[config.mk]
export PLATFORM = sky130hd
export DESIGN_NAME = cv32e40p_perm_fault_detector_ft
export DESIGN_NICKNAME = d
export VERILOG_FILES = /design/src/rtl/cv32e40p_ft_pkg.sv /design/src/rtl/cv32e40p_pfd_unit_ft.sv /design/src/rtl/cv32e40p_perm_fault_detector_ft.sv
export SDC_FILE = /design/constraint.sdc
export NUM_CORES = 1
export LEC_CHECK = 0
export BUFFER_PORTS_ARGS = -buffer_cell sky130_fd_sc_hd__buf_2
export CORE_MARGIN = 2
export CORE_UTILIZATION = 50
export CTS_CLUSTER_SIZE = 16
export DETAILED_ROUTE_END_ITERATION = 10
export PLACE_DENSITY = 0.7
export SKIP_LAST_GASP = 1
export SYNTH_ARGS = -nofsm -noshare
export SYNTH_HDL_FRONTEND = slang
export SYNTH_SLANG_ARGS = --single-unit
[constraint.sdc]
create_clock -name clk -period 4.6 [get_ports clk]
set_clock_uncertainty 0.2 [all_clocks]
set_input_delay 0.23 -clock clk [delete_from_list [all_inputs] [get_ports clk]]
set_output_delay 0.23 -clock clk [all_outputs]
set_load 0.1 [all_outputs]
[src/rtl/cv32e40p_ft_pkg.sv]
// Shared types and constants for the fault-tolerant EX-stage helpers.
// Used by the permanent-fault detector (optional decay: CV32E40P_PFD_DECAY_EN).
package cv32e40p_ft_pkg;

    typedef enum logic [1:0] {
        PFD_OK      = 2'd0,
        PFD_SUSPECT = 2'd1,
        PFD_FAULTY  = 2'd2
    } pfd_state_e;

    localparam int N_REPLICA = 4;
    localparam int BANK_ALU  = 0;
    localparam int BANK_MULT = 1;

endpackage

[src/rtl/cv32e40p_pfd_unit_ft.sv]
// One replica's leaky-bucket mismatch counter and fault FSM.
// Decay of the counter on clean votes is compiled in only when
// CV32E40P_PFD_DECAY_EN is defined; otherwise the counter only climbs.
//
// state       | meaning
// ------------+----------------------------------------------------------
// PFD_OK      | counter is zero, replica trusted
// PFD_SUSPECT | counter non-zero but below THRESHOLD
// PFD_FAULTY  | THRESHOLD reached; sticky until clear or rst
module cv32e40p_pfd_unit_ft
    import cv32e40p_ft_pkg::*;
#(
    parameter int CNT_W        = 4,
    parameter int THRESHOLD    = 4,
    parameter int DECAY_PERIOD = 16
) (
    input  logic clk,
    input  logic rst,
    input  logic clear,
    input  logic eligible,
    input  logic mismatch,
    output logic faulty,
    output logic faulty_nxt,
    output logic rise
);

    localparam logic [CNT_W-1:0] CNT_MAX = '1;
    localparam logic [CNT_W-1:0] THR     = CNT_W'(THRESHOLD);

    pfd_state_e       state_q, state_d;
    logic [CNT_W-1:0] cnt_q, cnt_d, cnt_inc;
    logic             rise_q, rise_d;

`ifdef CV32E40P_PFD_DECAY_EN
    localparam int               SUB_W    = $clog2(DECAY_PERIOD);
    localparam logic [SUB_W-1:0] SUB_LAST = SUB_W'(DECAY_PERIOD - 1);

    logic [SUB_W-1:0] sub_q, sub_d;
`else
    logic unused_decay_period;
    assign unused_decay_period = (DECAY_PERIOD != 0);
`endif

    assign cnt_inc = (cnt_q == CNT_MAX) ? cnt_q : cnt_q + 1'b1;

    // Next-state: clear wins, then mismatch, then (optionally) decay
    always_comb begin
        state_d = state_q;
        cnt_d   = cnt_q;
        rise_d  = 1'b0;
`ifdef CV32E40P_PFD_DECAY_EN
        sub_d   = sub_q;
`endif
        if (clear) begin
            state_d = PFD_OK;
            cnt_d   = '0;
`ifdef CV32E40P_PFD_DECAY_EN
            sub_d   = '0;
`endif
        end else if (eligible && (state_q != PFD_FAULTY)) begin
            if (mismatch) begin
                cnt_d = cnt_inc;
`ifdef CV32E40P_PFD_DECAY_EN
                sub_d = '0;
`endif
                if (cnt_inc >= THR) begin
                    state_d = PFD_FAULTY;
                    rise_d  = 1'b1;
                end else begin
                    state_d = PFD_SUSPECT;
                end
            end else begin
`ifdef CV32E40P_PFD_DECAY_EN
                if (sub_q == SUB_LAST) begin
                    sub_d = '0;
                    if (cnt_q != '0) begin
                        cnt_d = cnt_q - 1'b1;
                        if (cnt_q == CNT_W'(1)) begin
                            state_d = PFD_OK;
                        end
                    end
                end else begin
                    sub_d = sub_q + 1'b1;
                end
`endif
            end
        end
    end

    // State, counter and rise-pulse registers
    always_ff @(posedge clk) begin
        if (rst) begin
            state_q <= PFD_OK;
            cnt_q   <= '0;
            rise_q  <= 1'b0;
`ifdef CV32E40P_PFD_DECAY_EN
            sub_q   <= '0;
`endif
        end else begin
            state_q <= state_d;
            cnt_q   <= cnt_d;
            rise_q  <= rise_d;
`ifdef CV32E40P_PFD_DECAY_EN
            sub_q   <= sub_d;
`endif
        end
    end

    assign faulty     = (state_q == PFD_FAULTY);
    assign faulty_nxt = (state_d == PFD_FAULTY);
    assign rise       = rise_q;

endmodule

[src/rtl/cv32e40p_perm_fault_detector_ft.sv]
// Permanent-fault mask producer for the FT EX-stage dispatcher.
// Routes each TMR vote to the ALU or MULT bank, qualifies it per replica,
// and runs eight cv32e40p_pfd_unit_ft trackers. Optional counter decay is
// enabled by defining CV32E40P_PFD_DECAY_EN.
module cv32e40p_perm_fault_detector_ft
    import cv32e40p_ft_pkg::*;
#(
    parameter int CNT_W        = 4,
    parameter int THRESHOLD    = 4,
    parameter int DECAY_PERIOD = 16
) (
    input  logic                 clk,
    input  logic                 rst,
    input  logic                 alu_used_i,
    input  logic                 mult_used_i,
    input  logic                 vote_valid_i,
    input  logic [N_REPLICA-1:0] replica_mismatch_i,
    input  logic [N_REPLICA-1:0] clock_gate_pipe_replica_i,
    input  logic                 clear_i,
    output logic [N_REPLICA-1:0] permanent_faulty_alu_o,
    output logic [N_REPLICA-1:0] permanent_faulty_mult_o,
    output logic                 fault_event_o,
    output logic                 alu_all_faulty_o,
    output logic                 mult_all_faulty_o
);

    logic [1:0]           bank_sel;
    logic [N_REPLICA-1:0] elig [2];
    logic [N_REPLICA-1:0] faulty [2];
    logic [N_REPLICA-1:0] faulty_nxt [2];
    logic [N_REPLICA-1:0] rise [2];
    logic                 alu_all_q, mult_all_q;

    // ALU has priority when both units claim the vote
    assign bank_sel[BANK_ALU]  = alu_used_i;
    assign bank_sel[BANK_MULT] = ~alu_used_i & mult_used_i;

    for (genvar b = 0; b < 2; b++) begin : g_bank
        for (genvar k = 0; k < N_REPLICA; k++) begin : g_rep
            assign elig[b][k] = vote_valid_i & bank_sel[b]
                              & clock_gate_pipe_replica_i[k] & ~faulty[b][k];

            cv32e40p_pfd_unit_ft #(
                .CNT_W        (CNT_W),
                .THRESHOLD    (THRESHOLD),
                .DECAY_PERIOD (DECAY_PERIOD)
            ) u_unit (
                .clk        (clk),
                .rst        (rst),
                .clear      (clear_i),
                .eligible   (elig[b][k]),
                .mismatch   (replica_mismatch_i[k]),
                .faulty     (faulty[b][k]),
                .faulty_nxt (faulty_nxt[b][k]),
                .rise       (rise[b][k])
            );
        end
    end

    // All-faulty flags registered from next-state so they line up with the masks
    always_ff @(posedge clk) begin
        if (rst) begin
            alu_all_q  <= 1'b0;
            mult_all_q <= 1'b0;
        end else begin
            alu_all_q  <= &faulty_nxt[BANK_ALU];
            mult_all_q <= &faulty_nxt[BANK_MULT];
        end
    end

    assign permanent_faulty_alu_o  = faulty[BANK_ALU];
    assign permanent_faulty_mult_o = faulty[BANK_MULT];
    assign fault_event_o           = |{rise[BANK_ALU], rise[BANK_MULT]};
    assign alu_all_faulty_o        = alu_all_q;
    assign mult_all_faulty_o       = mult_all_q;

endmodule

==> results of run 1 <==
registers in the layout, indices dropped and copies added, names as in the netlist:
signal / cells
g_bank.g_rep.u_unit.cnt_q: 32
g_bank.g_rep.u_unit.state_q: 16
g_bank.g_rep.u_unit.rise: 8
alu_all_faulty_o: 1
mult_all_faulty_o: 1
where the power goes:
group,internal [W],leakage [nW],switching [W]
clock network,0.000291,0.106,0.000187
logic,0.0000108,0.691,0.0000234
registers,0.000504,0.467,0.00000137
total,0.000805,1.26,0.000212
kinds of logic (layout without fill, tap and decap cells):
| family | Yosys count | in the layout | share of synthesized area |
|---|---|---|---|
| AND/OR/NAND/NOR | 139 | 139 | 0.2486 |
| adder cells (fa/ha/maj) | 8 | 8 | 0.03670 |
| AO/OA/AOI/OAI | 78 | 78 | 0.1862 |
| flip-flops | 58 | 58 | 0.4257 |
| XOR/XNOR | 8 | 8 | 0.02569 |
| multiplexers | 6 | 6 | 0.02202 |
| buffers and inverters | 30 | 55 | 0.05504 |
routing by layer:
| layer | track usage | vias up | share of wire | wire length (microns) |
|---|---|---|---|---|
| met2 | 0.3112 | 64 | 0.46 | 2515 |
| met3 | 0.08140 | 9 | 0.061 | 332 |
| li1 | - | 1191 | - | - |
| met4 | 0.08214 | 0 | 0.013 | 71 |
| met5 | 0 | - | 0 | 0 |
| met1 | 0.2259 | 1023 | 0.47 | 2568 |
final cells by class:
| type | instances | area, sq um |
|---|---|---|
| Fill cell | 447 | 2117 |
| Tap cell | 70 | 87.58 |
| Sequential cell | 58 | 1161 |
| Clock inverter | 2 | 35.03 |
| Inverter | 15 | 56.30 |
| Timing Repair Buffer | 25 | 130.1 |
| Clock buffer | 13 | 168.9 |
| Multi-Input combinational cell | 239 | 1416 |
timing repair:
item,in CTS,in global routing
gates resized for setup,0,0
hold buffers,1,0
hold endpoints to repair,1,0
stage by stage:
step	setup slack, ps	instance area, sq um	std cells
5_1_grt	2255	3055	422
6_report	2363	3055	422
4_1_cts	2401	3055	422
3_3_place_gp	2709	2841	406
3_5_place_dp	2627	2841	406
2_1_floorplan	2885	2728	327
worst register-to-register path: cells and delay by family (launching register included):
kind                       cells  cell delay (ps)
AOI/OAI and AO/OA              3              600
adders and majority gates      1              320
DFF                            1              390
and+or+nand+nor                2              330
cells in the final DEF, fill, tap and decap left out, types with 3 or more instances in the layout:
cell	synthesis	routed
nand3_1	11	11
a21oi_1	30	30
a21boi_0	5	5
nand4_1	7	7
nor4_1	4	4
dfxtp_1	58	58
and2_1	3	3
nor2b_1	6	6
nand2b_1	3	3
nor2_1	46	46
o21a_1	4	4
xor2_1	6	6
a211oi_1	7	7
or2_2	4	4
o211a_1	3	3
nor3_1	21	21
inv_1	15	15
buf_2	0	24
o21ai_0	18	18
clkbuf_8	0	12
mux2i_1	6	6
nand2_1	24	24
ha_1	8	8
worst min-delay path by stage:
stage / from / slack [ps] / to
6_report: clock_gate_pipe_replica_i[2] / 150 / g_bank[1].g_rep[2].u_unit.state_q[0]
3_5_place_dp: g_bank[1].g_rep[2].u_unit.state_q[1] / 260 / g_bank[1].g_rep[2].u_unit.state_q[1]
3_3_place_gp: g_bank[1].g_rep[2].u_unit.state_q[1] / 250 / g_bank[1].g_rep[2].u_unit.state_q[1]
2_1_floorplan: clear_i / 110 / alu_all_faulty_o
4_1_cts: clock_gate_pipe_replica_i[2] / 130 / g_bank[1].g_rep[2].u_unit.state_q[0]
5_1_grt: replica_mismatch_i[0] / 200 / g_bank[1].g_rep[0].u_unit.rise
==> run_results.csv, run 1 <==
group,metric,value,unit
routing,drt_iter0_markers,90,
finish,drive_gt1_frac,0.1335,
power,power,0.001017,W
cts,clk_pin_slew,60,ps
routing,wire_per_inst,13.00,microns
sta,tns,0,ps
sta,max_freq,447.0,MHz
hold_path,hp-class,"input port to flop",
place,dp_hpwl,3823,microns
worst_setup_path,cp_data_arrival_time,2280,ps
sta,final_max_slew_viol_count,0,
power,peakVddDrop,228.9,uV
synth,netlist.area_leader.share,0.4257,
cts,clock_sinks,58,
cts,clock_path_buffers,2,
synth,syn_area_per_cell,8.341,sq um
global_routing,grt_max_degree,42,
power,p_leak,1.264,nW
die,die_w,77.86,microns
worst_setup_path,start_kind,"input port",
die,io_pins,25,
worst_setup_path,rr_worst_depth,6,
synth,syn-cell-area,2728,sq um
synth,yosys-top-cells-area,"dfxtp_1 43%, nor2_1 6.3%, a21oi_1 5.5%, nor3_1 3.9%, ha_1 3.7%",
cts,cts_buffers,9,
routing,post_drt_via_cell_ratio,5.419,
sta,relSlewSlack,0.3234,
cts,cts-root-buf,"clkbuf_8",
synth,synthTopCellsByCount,"58 x dfxtp_1, 46 x nor2_1, 30 x a21oi_1",
sta,tightest_slew,1011,ps
cts,post_cts_buffers,0,
synth,ys.flop_type,"dfxtp_1",
global_routing,groute.usage.overall,0.1938,
global_routing,grt-ovfl-total,0,
routing,drc,0,
finish,fin_nets,370,
worst_setup_path,critPathKind,"input port to flop",
synth,synth-edff-count,0,
flow_run,maxCapViolations,0,
routing,vias,2287,
synth,yosysTopAreaCell,"dfxtp_1",
sta,whs,145.2,ps
finish,final_util,0.5907,
finish,diodes,0,
worst_setup_path,crit_cells,5,
worst_setup_path,r2r-start,"g_bank[1].g_rep[1].u_unit.cnt_q[0]",
worst_setup_path,reg2reg_to,"mult_all_faulty_o",
synth,yosysMostFrequentCell,"dfxtp_1",
die,initial_core_util,0.5273,
worst_setup_path,cp.required,4640,ps
cts,clock_latency,340,ps
place,place_congestion,0.7754,
synth,syn_inst,327,
die,fp.dieArea,6062,sq um
die,rows,26,
die,core,5172,sq um
routing,wirelength,5487,microns
finish,area_growth_syn_to_layout,12.02,%
sta,hold_viol,0,
routing,postRouteAntennaNets,0,
synth,synth-seq-cells,58,
global_routing,first_global_vias,2066,
worst_setup_path,crit_chain,"dlygate4sd3_1, buf_2, nor2_1, o21ai_0, nor4b_2",
place,port_buffers,24,
sta,setup_viol_count_final,0,
power,power_density,332.9,nW/um^2
worst_setup_path,crit_buf_inv,2,
worst_setup_path,end_kind,"flop",
worst_setup_path,crit_slowest_cell,"nor2_1",
cts,htree_levels,3,
worst_setup_path,crit_end,"mult_all_faulty_o",
routing,firstDrtPassIters,5,
synth,synth_cell_types,40,
worst_setup_path,rrSetupSlack,2660,ps
worst_setup_path,startpoint,"clear_i",
synth,async_reset_ff_frac,0,
synth,yosysWarnings,0,
status,status,"finished, final reports clean",
sta,post-route-min-period,2237,ps
worst_setup_path,crit_fanout,15,
global_routing,grt_pass1_wl,9045,microns
worst_setup_path,max_stage_delay,770,ps
sta,finalCritPeriodShare,0.4863,
global_routing,antenna_found_initial,0,
synth,synth_nets,349,
worst_setup_path,crit_family,"simple AND/OR/NAND/NOR gates",
die,dieHeight,77.86,microns
sta,grt_setup_unrepaired,"false",
synth,synth_seq_area_share,0.4257,
cts,cts_tree,"done",
hold_path,min_path_cells,5,
Note: power is estimated with default switching activity, not from simulation.
==> inputs of run 2 (changes only) <==
- PLACE_DENSITY: 0.7 -> 0.73
- clock period: 4.6 -> 1.97 ns (I/O delays scaled with it)
==> run_results.csv, run 2 (synthesized netlist as in run 1, its figures left out) <==
group,metric,value,unit
worst_setup_path,critPathKind,"flop to flop",
global_routing,groute.usage.overall,0.1990,
die,rows,26,
routing,drc,0,
sta,hold_viol,0,
sta,post-route-min-period,1875,ps
power,p_leak,1.285,nW
place,dp_hpwl,3961,microns
sta,tns,0,ps
sta,grt_setup_unrepaired,"true",
global_routing,first_global_vias,2216,
worst_setup_path,crit_fanout,6,
routing,vias,2312,
routing,wirelength,5533,microns
routing,wl_met2,2412,microns
routing,wl_met3,297,microns
global_routing,grt_max_degree,25,
worst_setup_path,crit_buf_inv,0,
finish,final_area,3129,sq um
sta,final_max_slew_viol_count,0,
worst_setup_path,end_kind,"flop",
finish,area_growth_syn_to_layout,14.72,%
die,io_pins,25,
cts,clock_latency,340,ps
cts,cts_tree,"done",
die,dieHeight,77.86,microns
worst_setup_path,crit_family,"compound AO/OA/AOI/OAI gates",
cts,cts-root-buf,"clkbuf_8",
power,pwr-share-comb,0.036,
routing,drt_iter0_markers,115,
finish,instances_no_fill,429,
power,clkPwrFrac,0.487,
die,fp.dieArea,6062,sq um
finish,final_common_cell,"dfxtp_1",
cts,clock_sinks,58,
cts,clk_pin_slew,70,ps
routing,wire_per_inst,12.90,microns
power,power_density,790.4,nW/um^2
cts,post_cts_buffers,0,
flow_run,maxCapViolations,0,
routing,postRouteAntennaNets,0,
cts,cts_buffers,9,
worst_setup_path,cp_data_arrival_time,1920,ps
worst_setup_path,cp.required,2020,ps
worst_setup_path,crit_slowest_cell,"dfxtp_1",
power,peakVddDrop,637.6,uV
place,dpl.cell_count,411,
routing,routed.top_layer,"met4",
routing,firstDrtPassIters,4,
power,power,0.002473,W
global_routing,grt_pass1_wl,9446,microns
sta,relSlewSlack,0.6518,
routing,wl_met1,2694,microns
routing,post_drt_via_cell_ratio,5.389,
sta,setup_viol_count_final,0,
sta,max_freq,533.4,MHz
power,swShare,0.2230,
sta,finalCritPeriodShare,0.9516,
place,port_buffers,24,
cts,clock_path_buffers,2,
die,initial_core_util,0.5273,
finish,fin_nets,376,
sta,worst_slack,95.32,ps
finish,drive_gt1_frac,0.1560,
die,core,5172,sq um
worst_setup_path,max_stage_delay,380,ps
power,p_int,0.001922,W
hold_path,hp-class,"input port to flop",
worst_setup_path,start_kind,"flop",
place,place_congestion,0.7774,
finish,diodes,0,
place,placed_area,2879,sq um
place,place_ws,140.2,ps
cts,htree_levels,3,
global_routing,antenna_found_initial,0,
finish,largest_reg_flops,32,
sta,tightest_slew,520.4,ps
status,status,"finished, final reports clean",
die,die_w,77.86,microns
worst_setup_path,crit_chain,"ha_1, nor2_1, a21oi_1, o21ai_0, a2bb2o_4, nor4b_2",
finish,final_cell_mix,"58 x dfxtp_1, 46 x nor2_1, 29 x a21oi_1",
power,power.switching,0.0005516,W
finish,top_register,"g_bank.g_rep.u_unit.cnt_q",
power,p_seq_frac,0.477,
global_routing,grt-ovfl-total,0,
## run 2: per-layer routing
layer / track usage / up-vias
met5: 0 / -
met4: 0.09107 / 0
met3: 0.08023 / 12
met2: 0.3147 / 44
met1: 0.2356 / 1053
li1: - / 1203
## run 2: path summary, 6_finish.rpt
| check | from | end | slack [ps] | cells past startpoint |
|---|---|---|---|---|
| max reg2reg | g_bank[1].g_rep[1].u_unit.cnt_q[0] | mult_all_faulty_o | 100 | 6 |
| max | g_bank[1].g_rep[1].u_unit.cnt_q[0] | mult_all_faulty_o | 100 | 6 |
| min reg2reg | g_bank[1].g_rep[2].u_unit.state_q[1] | g_bank[1].g_rep[2].u_unit.state_q[1] | 260 | 2 |
| min | clock_gate_pipe_replica_i[2] | g_bank[1].g_rep[2].u_unit.state_q[0] | 10 | 5 |
## run 2: metrics by stage
step / hold WS (ps) / util
5_1_grt: 40.47 / 0.6050
4_1_cts: 1.007 / 0.6028
6_report: 10.33 / 0.6050
2_1_floorplan: -24.76 / -
3_3_place_gp: 128.4 / 0.5566
3_5_place_dp: 127.2 / 0.5566
## run 2: cell type report
class                   instances  area [sq um]
flip-flops and latches         58          1161
repair buffers                 31         177.7
clock buffers                  10         127.6
well taps                      70         87.58
multi-input cells             239          1428
inverters                      15         56.30
fillers                       471          2043
clock inverters                 6         91.34
## run 2: what timing repair did
item	in CTS	in global routing
endpoints found under the setup margin	0	4
endpoints found under the hold margin	6	0
gates resized for setup	0	3
hold buffers	2	0
## run 2: tightest hold or removal path: cells and delay by family
| family | cells | cell delay [ps] |
|---|---|---|
| buffers and inverters | 1 | 110 |
| AND/OR/NAND/NOR | 3 | 250 |
| AO/OA/AOI/OAI | 1 | 50 |
## run 2: power by group through the flow
stage                     Clock (W)  Sequential (W)  Combinational [W]
final                       0.00120         0.00118          0.0000901
after global routing        0.00128         0.00118          0.0000989
after CTS                   0.00124         0.00118          0.0000893
after detailed placement          0         0.00121          0.0000853
after global placement            0         0.00121          0.0000850
after floorplan                   0         0.00121          0.0000473
